`config.mk`:
```
export PLATFORM = sky130hd
export DESIGN_NAME = slot_allocator
export DESIGN_NICKNAME = d
export VERILOG_FILES = /design/src/rtl/slot_allocator.sv
export SDC_FILE = /design/constraint.sdc
export NUM_CORES = 1
export LEC_CHECK = 0
export ABC_AREA = 1
export BUFFER_PORTS_ARGS = -buffer_cell sky130_fd_sc_hd__clkbuf_2
export CORE_MARGIN = 2
export CORE_UTILIZATION = 64
export DETAILED_ROUTE_END_ITERATION = 12
export HOLD_SLACK_MARGIN = 0.1
export PLACE_DENSITY = 0.78
export SKIP_CTS_REPAIR_TIMING = 1
export SYNTH_ARGS = -nofsm -noshare
export SYNTH_HDL_FRONTEND = slang
export SYNTH_SLANG_ARGS = --single-unit
```
`constraint.sdc`:
```
create_clock -name clk -period 20.1 [get_ports clk]
set_input_delay 5.025 -clock clk [delete_from_list [all_inputs] [get_ports clk]]
set_output_delay 5.025 -clock clk [all_outputs]
set_load 0.05 [all_outputs]
```
`src/rtl/slot_allocator.sv`:
```
// slot_allocator: 256-entry free-slot bitmap with a req/gnt allocation port,
// a release port and a flush. The highest-numbered free slot is granted with
// zero-cycle latency from request to grant.
// Optional feature macro: SLOT_ALLOC_ERR_EN enables a sticky double-release
// error flag; without it err is tied low and no flag register exists.
module slot_allocator #(
  parameter int NSLOTS = 256,
  parameter int IDX_W  = 8,
  parameter int CNT_W  = 9
) (
  input  logic             clk,
  input  logic             rst,
  input  logic             alloc_req,
  output logic             alloc_gnt,
  output logic [IDX_W-1:0] alloc_idx,
  input  logic             rel_valid,
  input  logic [IDX_W-1:0] rel_idx,
  input  logic             flush,
  output logic [CNT_W-1:0] free_cnt,
  output logic             empty,
  output logic             full,
  output logic             err
);

  logic [NSLOTS-1:0] free_map_reg;
  logic [NSLOTS-1:0] free_map_next;
  logic [CNT_W-1:0]  free_cnt_reg;
  logic [CNT_W-1:0]  free_cnt_next;
  logic [IDX_W-1:0]  enc_idx;
  logic              rel_hit;
  logic              rel_ok;

  // Status flags come only from the registered count.
  assign free_cnt  = free_cnt_reg;
  assign empty     = (free_cnt_reg == '0);
  assign full      = (free_cnt_reg == CNT_W'(NSLOTS));
  assign alloc_gnt = alloc_req & ~empty;
  assign alloc_idx = enc_idx;

  // A release is only effective when the slot is currently allocated.
  assign rel_hit = free_map_reg[rel_idx];
  assign rel_ok  = rel_valid & ~rel_hit;

  // Priority encoder: highest set bit of the free bitmap wins.
  always_comb begin
    enc_idx = '0;
    for (int i = 0; i < NSLOTS; i++) begin
      if (free_map_reg[i]) enc_idx = IDX_W'(i);
    end
  end

  // Per-slot next state: flush frees everything, otherwise grant clears and
  // a valid release sets. A release of the granted slot is a double release
  // (the bit was free), so rel_ok is low and the grant alone clears it.
  genvar gi;
  generate
    for (gi = 0; gi < NSLOTS; gi++) begin : g_slot
      assign free_map_next[gi] = flush |
                                 (free_map_reg[gi] & ~(alloc_gnt & (alloc_idx == IDX_W'(gi)))) |
                                 (rel_ok & (rel_idx == IDX_W'(gi)));
    end
  endgenerate

  // Free count tracks popcount of the bitmap: +1 release, -1 grant.
  always_comb begin
    free_cnt_next = free_cnt_reg;
    if (flush) begin
      free_cnt_next = CNT_W'(NSLOTS);
    end else begin
      case ({rel_ok, alloc_gnt})
        2'b10:   free_cnt_next = free_cnt_reg + CNT_W'(1);
        2'b01:   free_cnt_next = free_cnt_reg - CNT_W'(1);
        default: free_cnt_next = free_cnt_reg;
      endcase
    end
  end

  // Bitmap and count registers; reset overrides every other input.
  always_ff @(posedge clk) begin
    if (rst) begin
      free_map_reg <= '1;
      free_cnt_reg <= CNT_W'(NSLOTS);
    end else begin
      free_map_reg <= free_map_next;
      free_cnt_reg <= free_cnt_next;
    end
  end

`ifdef SLOT_ALLOC_ERR_EN
  logic err_reg;
  logic dbl_rel;

  // A release landing on a free slot is a double release; ignored under flush.
  assign dbl_rel = rel_valid & rel_hit & ~flush;
  assign err     = err_reg;

  // Sticky error flag, cleared only by reset.
  always_ff @(posedge clk) begin
    if (rst) begin
      err_reg <= 1'b0;
    end else if (dbl_rel) begin
      err_reg <= 1'b1;
    end
  end
`else
  assign err = 1'b0;
`endif

endmodule

```
**Word-level counts from Yosys, hierarchy flattened**

Index checks and enable logic that the tools add are counted.

- Register bits after elaboration: 265
- Bits of input ports: 13
- Output and inout port bits: 21
- Logic and storage cells: 2,321

- $add $sub $neg: 2
- Order comparisons: 1
- Equality and inequality tests: 513
- Multiplexer cells: 258
- Bitwise logic cells: 1,540
- Reductions and logical operators: 5

Operator list:

| cell | number |
|---|---|
| $eq 8x8->1 const B | 256 |
| $mux 8 | 254 |
| $eq 8x7->1 const B | 128 |
| $and 1x1->1 | 770 |
| $eq 8x6->1 const B | 64 |
| $or 1x1->1 | 512 |
| $not 1->1 | 258 |
| $eq 8x5->1 const B | 32 |
| $eq 8x4->1 const B | 16 |
| $eq 8x3->1 const B | 8 |
| $eq 8x2->1 const B | 4 |
| $pmux 9 s2 | 1 |
| $eq 8x1->1 const B | 2 |
| $logic_not 8->1 | 2 |
| $add 9x1->9 const B | 1 |
| $eq 9x9->1 const B | 1 |
| $logic_not 9->1 | 1 |
| $lt 8x9->1 const B | 1 |
| $sub 9x1->9 const B | 1 |
| $bmux 1 s8 | 1 |
| $eq 2x1->1 const B | 1 |
| $eq 2x2->1 const B | 1 |
| $mux 1 | 2 |
| $reduce_bool 2->1 | 1 |
| $reduce_or 2->1 | 1 |

**Logic depth before layout (Yosys ltp)**

Gate-level depths: netlist of run 1.

- Word-level depth: 261
- Mapped depth: 259

**Worst setup path before layout of run 1**

Ideal clock, no wire load.

- Path kind: reg-to-output
- Start point: register free_map_reg[2]
- End point: output alloc_idx[0]
- Arrival time: 11,478 ps
- Required time: 15,075 ps
- Slack: 3,597 ps
- Stages on the path, launching flop included: 257
- Path buffers: 1
- Path through: dfxtp_1 inv_2 nand2_1 nand2_1 nand2_1 nand2_1 nand2_1 nand2_1 nand2_1 nand2_1 nand2_1 nand2_1 nand2_1 nand2_1 nand2_1 nand2_1 nand2_1 nand2_1 [221 not listed] nand2_1 nand2_1 nand2_1 nand2_1 nand2_1 nand2_1 nand2_1 nand2_1 nand2_1 nand2_1 nand2_1 nand2_1 nand2_1 nand2_2 nand2_2 nand2_4 nand2_4 buf_6

- Longest elaborated chain between the ends: 254

Ends and longest elaborated chain:

| what | RTL line | RTL |
|---|---|---|
| start, declared | 25 | `logic [NSLOTS-1:0] free_map_reg;` |
| start signal, assigned | 84 | `free_map_reg <= free_map_next;` |
| $mux 8 (254 in series) | 48 | `if (free_map_reg[i]) enc_idx = IDX_W'(i);` |
| end, declared | 15 | `output logic [IDX_W-1:0] alloc_idx,` |

No other way between the ends.

**Final worst setup path of run 1**

Ends and elaborated chain as after synthesis.

==> results of run 1 <==
[kinds of logic after synthesis]
kind of cell / count (synthesis) / synth area share (%)
compound gates: 581 / 20.1
xor+xnor: 5 / 0.251
fa+ha+maj: 9 / 0.689
buf+inv: 621 / 13.9
flops: 265 / 30.4
other cells: 1 / 0.0215
simple gates: 1409 / 34.5
[critical path: cells and delay by family (launching register included)]
| family | cells | cell delay (ns) |
|---|---|---|
| AND/OR/NAND/NOR | 254 | 12.53 |
| flip-flops | 1 | 0.32 |
| buffers and inverters | 2 | 0.21 |
[worst min path at each step]
stage	end	startpoint	cells after the start	slack (ns)
CTS	free_map_reg[7]	free_map_reg[7]	2	0.45
floorplan	free_map_reg[7]	free_map_reg[7]	2	0.42
detailed placement	free_map_reg[7]	free_map_reg[7]	2	0.44
global route	free_map_reg[7]	free_map_reg[7]	2	0.47
finish	free_map_reg[7]	free_map_reg[7]	2	0.46
global placement	free_map_reg[7]	free_map_reg[7]	2	0.43
[layout by cell type (no fill, tap or decap), types with 3 or more instances in the layout]
cell	synthesis	routed
nor2_1	245	240
a221oi_1	4	4
nand3_1	301	300
clkinv_2	0	5
nand2_1	747	741
nand4_4	4	4
inv_1	454	453
xor2_1	3	3
o311ai_0	10	10
a22oi_1	9	9
ha_1	8	8
nor2_4	0	5
o221ai_1	7	7
o21bai_2	40	40
buf_4	1	40
dfxtp_1	265	263
clkbuf_1	124	7
nor2_2	3	3
clkbuf_8	0	6
o22ai_1	114	114
a21oi_1	21	21
nand2_2	2	6
o21ai_0	332	332
inv_2	4	5
a31oi_1	5	5
nor3_1	7	7
o21bai_1	29	29
nor4_1	13	13
clkbuf_16	0	37
clkbuf_2	4	31
nand4_1	83	83
nand2_4	2	3
[power breakdown]
group | switching, mW | internal (mW)
sequential | 0.00158 | 0.527
clock | 0.245 | 0.381
combinational | 0.113 | 0.0321
total | 0.360 | 0.940
[per-layer routing]
layer / vias up / share of wire (%) / wire length [µm] / GRT usage [%]
met5: - / 0 / 0 / 0
met4: 0 / 8.0 / 5470 / 34.0
met3: 368 / 14 / 9770 / 11.8
met2: 1393 / 41 / 28100 / 69.9
met1: 8980 / 36 / 24900 / 60.6
li1: 9319 / - / - / -
[area by class of cell]
type	count	area, µm²	share of cell area (%)
inverter	460	1730	9.17
clock inverter	7	88.8	0.471
tap	341	427	2.26
clock buffer	50	1030	5.49
sequential	265	5310	28.2
timing repair buffer	73	495	2.63
multi-input combinational	2005	9770	51.8
[per-stage QoR]
stage | setup slack (ns) | instances | total power, mW
6_report | 1.35 | 3201 | 1.30
5_1_grt | -1.45 | 3201 | 1.33
2_1_floorplan | 3.60 | 2891 | 0.635
3_3_place_gp | 2.15 | 3140 | 0.676
3_5_place_dp | 2.10 | 3140 | 0.678
4_1_cts | 1.31 | 3197 | 1.29
==> run metrics, run 1 <==
status completed; Post-Syn Nets 2913; Num CTS Buffers 34; Setup TNS 0 ns; Netlist cell types 44; vias in the first global route 18500; Slew Limit Headroom 8.43%; Final Max Tran Viols 0; Final Hold Fails 0; Most common cell on crit path nand2_1; async set-reset flop share out of synthesis 0%; starting density of the core 64.8%; antenna cells 0; TritonCTS clock tree done; Final Skew 0.0188 ns; Port Buf Inserts 32; Worst VDD drop 0.0645 mV; type of the worst min-delay path register to register; synthesized flop and latch total 265; cell area after synthesis 17400 µm²; Final min period 18.75 ns; flop-to-flop setup slack 5.38 ns; Ys Warns 0; Critical Path End Type output pin; via count 20100; syn avg cell area 6.03 µm²; Setup crit start kind register; Clock Sink Count 265; fin area 18900 µm²; layout net count 2861; Crit Reg-Reg Startpoint free_map_reg[2]; RSZ-0062 raised after global routing true; predominant post-synthesis flop cell dfxtp_1; Rows 60; die height 169 µm; GRT overflow 0; area share of the largest cell type after synthesis 30.4%; largest net degree at the start of global routing 261; Total Wirelength 68.2 mm; leakage 9.10 nW; critical path type register to output pin; Final setup violation count 0; drt wl/cell 21.3 µm; first-pass GRT wire length 105 mm; max FFs per register 256; Yosys top cell by area dfxtp_1; HPWL Detailed 41.2 mm; Clk Latency, worst-skew pair 0.53 ns; Worst EP required 15.07 ns; RePlAce Congestion 1.00; Max Cap Viol 0; Initial DRC Count 2736; fmax 53.3 MHz; worst setup path start free_map_reg[2]; Post-synth EDFFs 0; DIE AREA 28600 µm²; Crit path arrival time 13.73 ns; layout cell share with drive strength beyond 1 6.85%; total track usage 47.4%; crit share post-route 93.3%; fill cell count 2365; worst-path fanout max 5; routed vias/inst 6.27; Root Buffer clkbuf_16; H-tree depth 2; pwr/cell area 69.0 nW/µm²; crit path capture alloc_idx[0]; antenna-violating nets left 0; top-count cell post-synth nand2_1; terminus of the critical flop-to-flop path free_map_reg[185]; io pins 34; drt first pass iters 6; clock slew at reported path FFs 0.06 ns; CP peak stage delay 0.32 ns; Synth area leaders dfxtp_1 30%, nand2_1 16%, inv_1 9.8%; Syn Inst Count 2891; worst slew pin tran 1.37 ns; Placed Area 17700 µm²; post-route core utilization 70.1%; drt drc 0; hold_ws 0.459 ns; synth cell count leaders 747 x nand2_1, 454 x inv_1, 332 x o21ai_0, 301 x nand3_1, 265 x dfxtp_1; Area Growth Syn to Fin 8.19%; die width 169 µm; clock buffer depth 3; sequential cell area fraction in the yosys report 30.4%; initial antenna violation count 0; core area 26900 µm²; reg2reg path depth 258; Crit-path slowest cell dfxtp_2
No activity file was read; power rests on OpenSTA's default activity.
==> run 2, diff against run 1 <==
==> constraint.sdc (replaced) <==
create_clock -name clk -period 20.1 [get_ports clk]
set_input_delay 5.025 -clock clk [delete_from_list [all_inputs] [get_ports clk]]
set_output_delay 5.025 -clock clk [all_outputs]
set_load 0.02 [all_outputs]
==> run metrics, run 2 (same netlist as run 1, synthesis figures left out) <==
layout cell share with drive strength beyond 1 6.92% (+0.068 points); die height 169 µm (unchanged); Setup TNS 0 ns (unchanged); clock buffer depth 3 (unchanged); Worst VDD drop 0.0646 mV (about the same); Placed Area 17700 µm² (unchanged); Final setup violation count 0 (unchanged); fin area 18900 µm² (+0.21%); Final min period 18.77 ns (+0.0161 ns); drt wl/cell 21.4 µm (+0.34%); critical path type register to output pin; Final Hold Fails 0 (unchanged); Rows 60 (unchanged); Root Buffer clkbuf_16; drt drc 0 (unchanged); routed vias/inst 6.33 (+1.0%); Initial DRC Count 2841 (+3.8%); total track usage 46.9% (-0.56 points); core area 26900 µm² (unchanged); H-tree depth 1 (-1); drt first pass iters 8 (+2); crit share post-route 93.4% (about the same); status completed; worst setup path start free_map_reg[2]; most frequent cells in the layout 744 x nand2_1, 453 x inv_1, 332 x o21ai_0; layout net count 2858 (-0.10%); Total Wirelength 68.4 mm (+0.38%); Crit-path slowest cell dfxtp_2; Top delay family on crit path simple AND/OR/NAND/NOR gates; Worst EP required 15.07 ns (about the same); Most common cell on crit path nand2_1; worst path bufs/invs 2 (unchanged); type of the worst min-delay path register to register; die width 169 µm (unchanged); GRT overflow 0 (unchanged); clock slew at reported path FFs 0.07 ns (about the same); RSZ-0062 raised after global routing true; RePlAce Congestion 0.994 (-1.1%); starting density of the core 64.8% (unchanged); via count 20300 (+1.1%); antenna cells 0 (unchanged); pwr/cell area 69.9 nW/µm² (+1.3%); largest net degree at the start of global routing 261 (unchanged); TritonCTS clock tree done; Critical Path End Type output pin; DIE AREA 28600 µm² (unchanged); Clock Sink Count 265 (unchanged); Area Growth Syn to Fin 8.41%; Worst Min Path Start free_map_reg[7]; max FFs per register 256 (unchanged); Final Skew 0.0208 ns (+0.00194 ns); vias in the first global route 18500 (-0.34%); most common cell after layout, fill and taps aside nand2_1; Final Max Tran Viols 0 (unchanged); Slew Limit Headroom 3.39% (-5.0 points); worst-path fanout max 4 (-1); first-pass GRT wire length 104 mm (-1.0%); Port Buf Inserts 32 (unchanged); Clk Latency, worst-skew pair 0.59 ns (+0.06 ns); Num CTS Buffers 31 (-8.8%); HPWL Detailed 41.1 mm (-0.25%); io pins 34 (unchanged); initial antenna violation count 3 (+3); Crit path arrival time 13.74 ns (about the same); fmax 53.3 MHz (about the same); flop-to-flop setup slack 5.56 ns (+0.18 ns); leakage 9.12 nW (+0.18%); fill cell count 2396 (+1.3%); antenna-violating nets left 0 (unchanged); CP peak stage delay 0.33 ns (about the same); Crit Reg-Reg Startpoint free_map_reg[2]; worst slew pin tran 1.44 ns (+0.0753 ns); Max Cap Viol 0 (unchanged); Setup crit start kind register
run 2: changes by cell type in the layout (fill, tap and decap cells not counted), sizes merged:
cell,change
clkbuf,-6
bufinv,+5
clkinvlp,+2
clkinv,-1
inv,+1
run 2: per-stage QoR:
stage,power [mW],cells,hold WS (ns),setup slack [ns],util [%]
2_1_floorplan,0.629,2891,0.419,3.64,-
3_3_place_gp,0.669,3140,0.434,2.27,65.7
3_5_place_dp,0.671,3140,0.443,2.25,65.7
4_1_cts,1.31,3198,0.458,1.41,70.1
5_1_grt,1.35,3202,0.472,-1.09,70.3
6_report,1.32,3202,0.459,1.33,70.3
run 2: worst reg2reg max path: cells and delay by family (launching register included):
kind / cells / cell delay [ns]
simple gates: 253 / 13.22
flops: 1 / 0.34
buf+inv: 2 / 0.62
compound gates: 1 / 0.20
run 2: area by class of cell:
| type | count | area [µm²] | area share, % |
|---|---|---|---|
| repair buffers | 73 | 487 | 2.58 |
| clock inverters | 14 | 254 | 1.34 |
| flip-flops and latches | 265 | 5310 | 28.1 |
| clock buffers | 44 | 925 | 4.89 |
| well taps | 341 | 427 | 2.26 |
| inverters | 460 | 1730 | 9.15 |
| multi-input cells | 2005 | 9760 | 51.7 |
run 2: final timing paths:
kind,end,cells after the start
setup reg to reg,free_map_reg[136],256
setup / recovery,alloc_idx[0],256
hold / removal,free_map_reg[7],2
hold reg to reg,free_map_reg[7],2
run 2: where the power goes:
part           switching (mW)  internal (mW)  total [mW]  leakage (nW)
logic                   0.107         0.0319       0.139          6.40
clock network           0.245          0.408       0.653         0.577
registers             0.00161          0.527       0.529          2.15
total                   0.353          0.967        1.32          9.12
run 2: layer usage:
metal | global-route usage [%] | up-vias | routed length (µm)
li1 | - | 9321 | -
met1 | 59.5 | 9051 | 25000
met2 | 70.5 | 1467 | 28000
met3 | 11.1 | 430 | 9420
met4 | 32.7 | 2 | 5970
met5 | 0 | - | 13
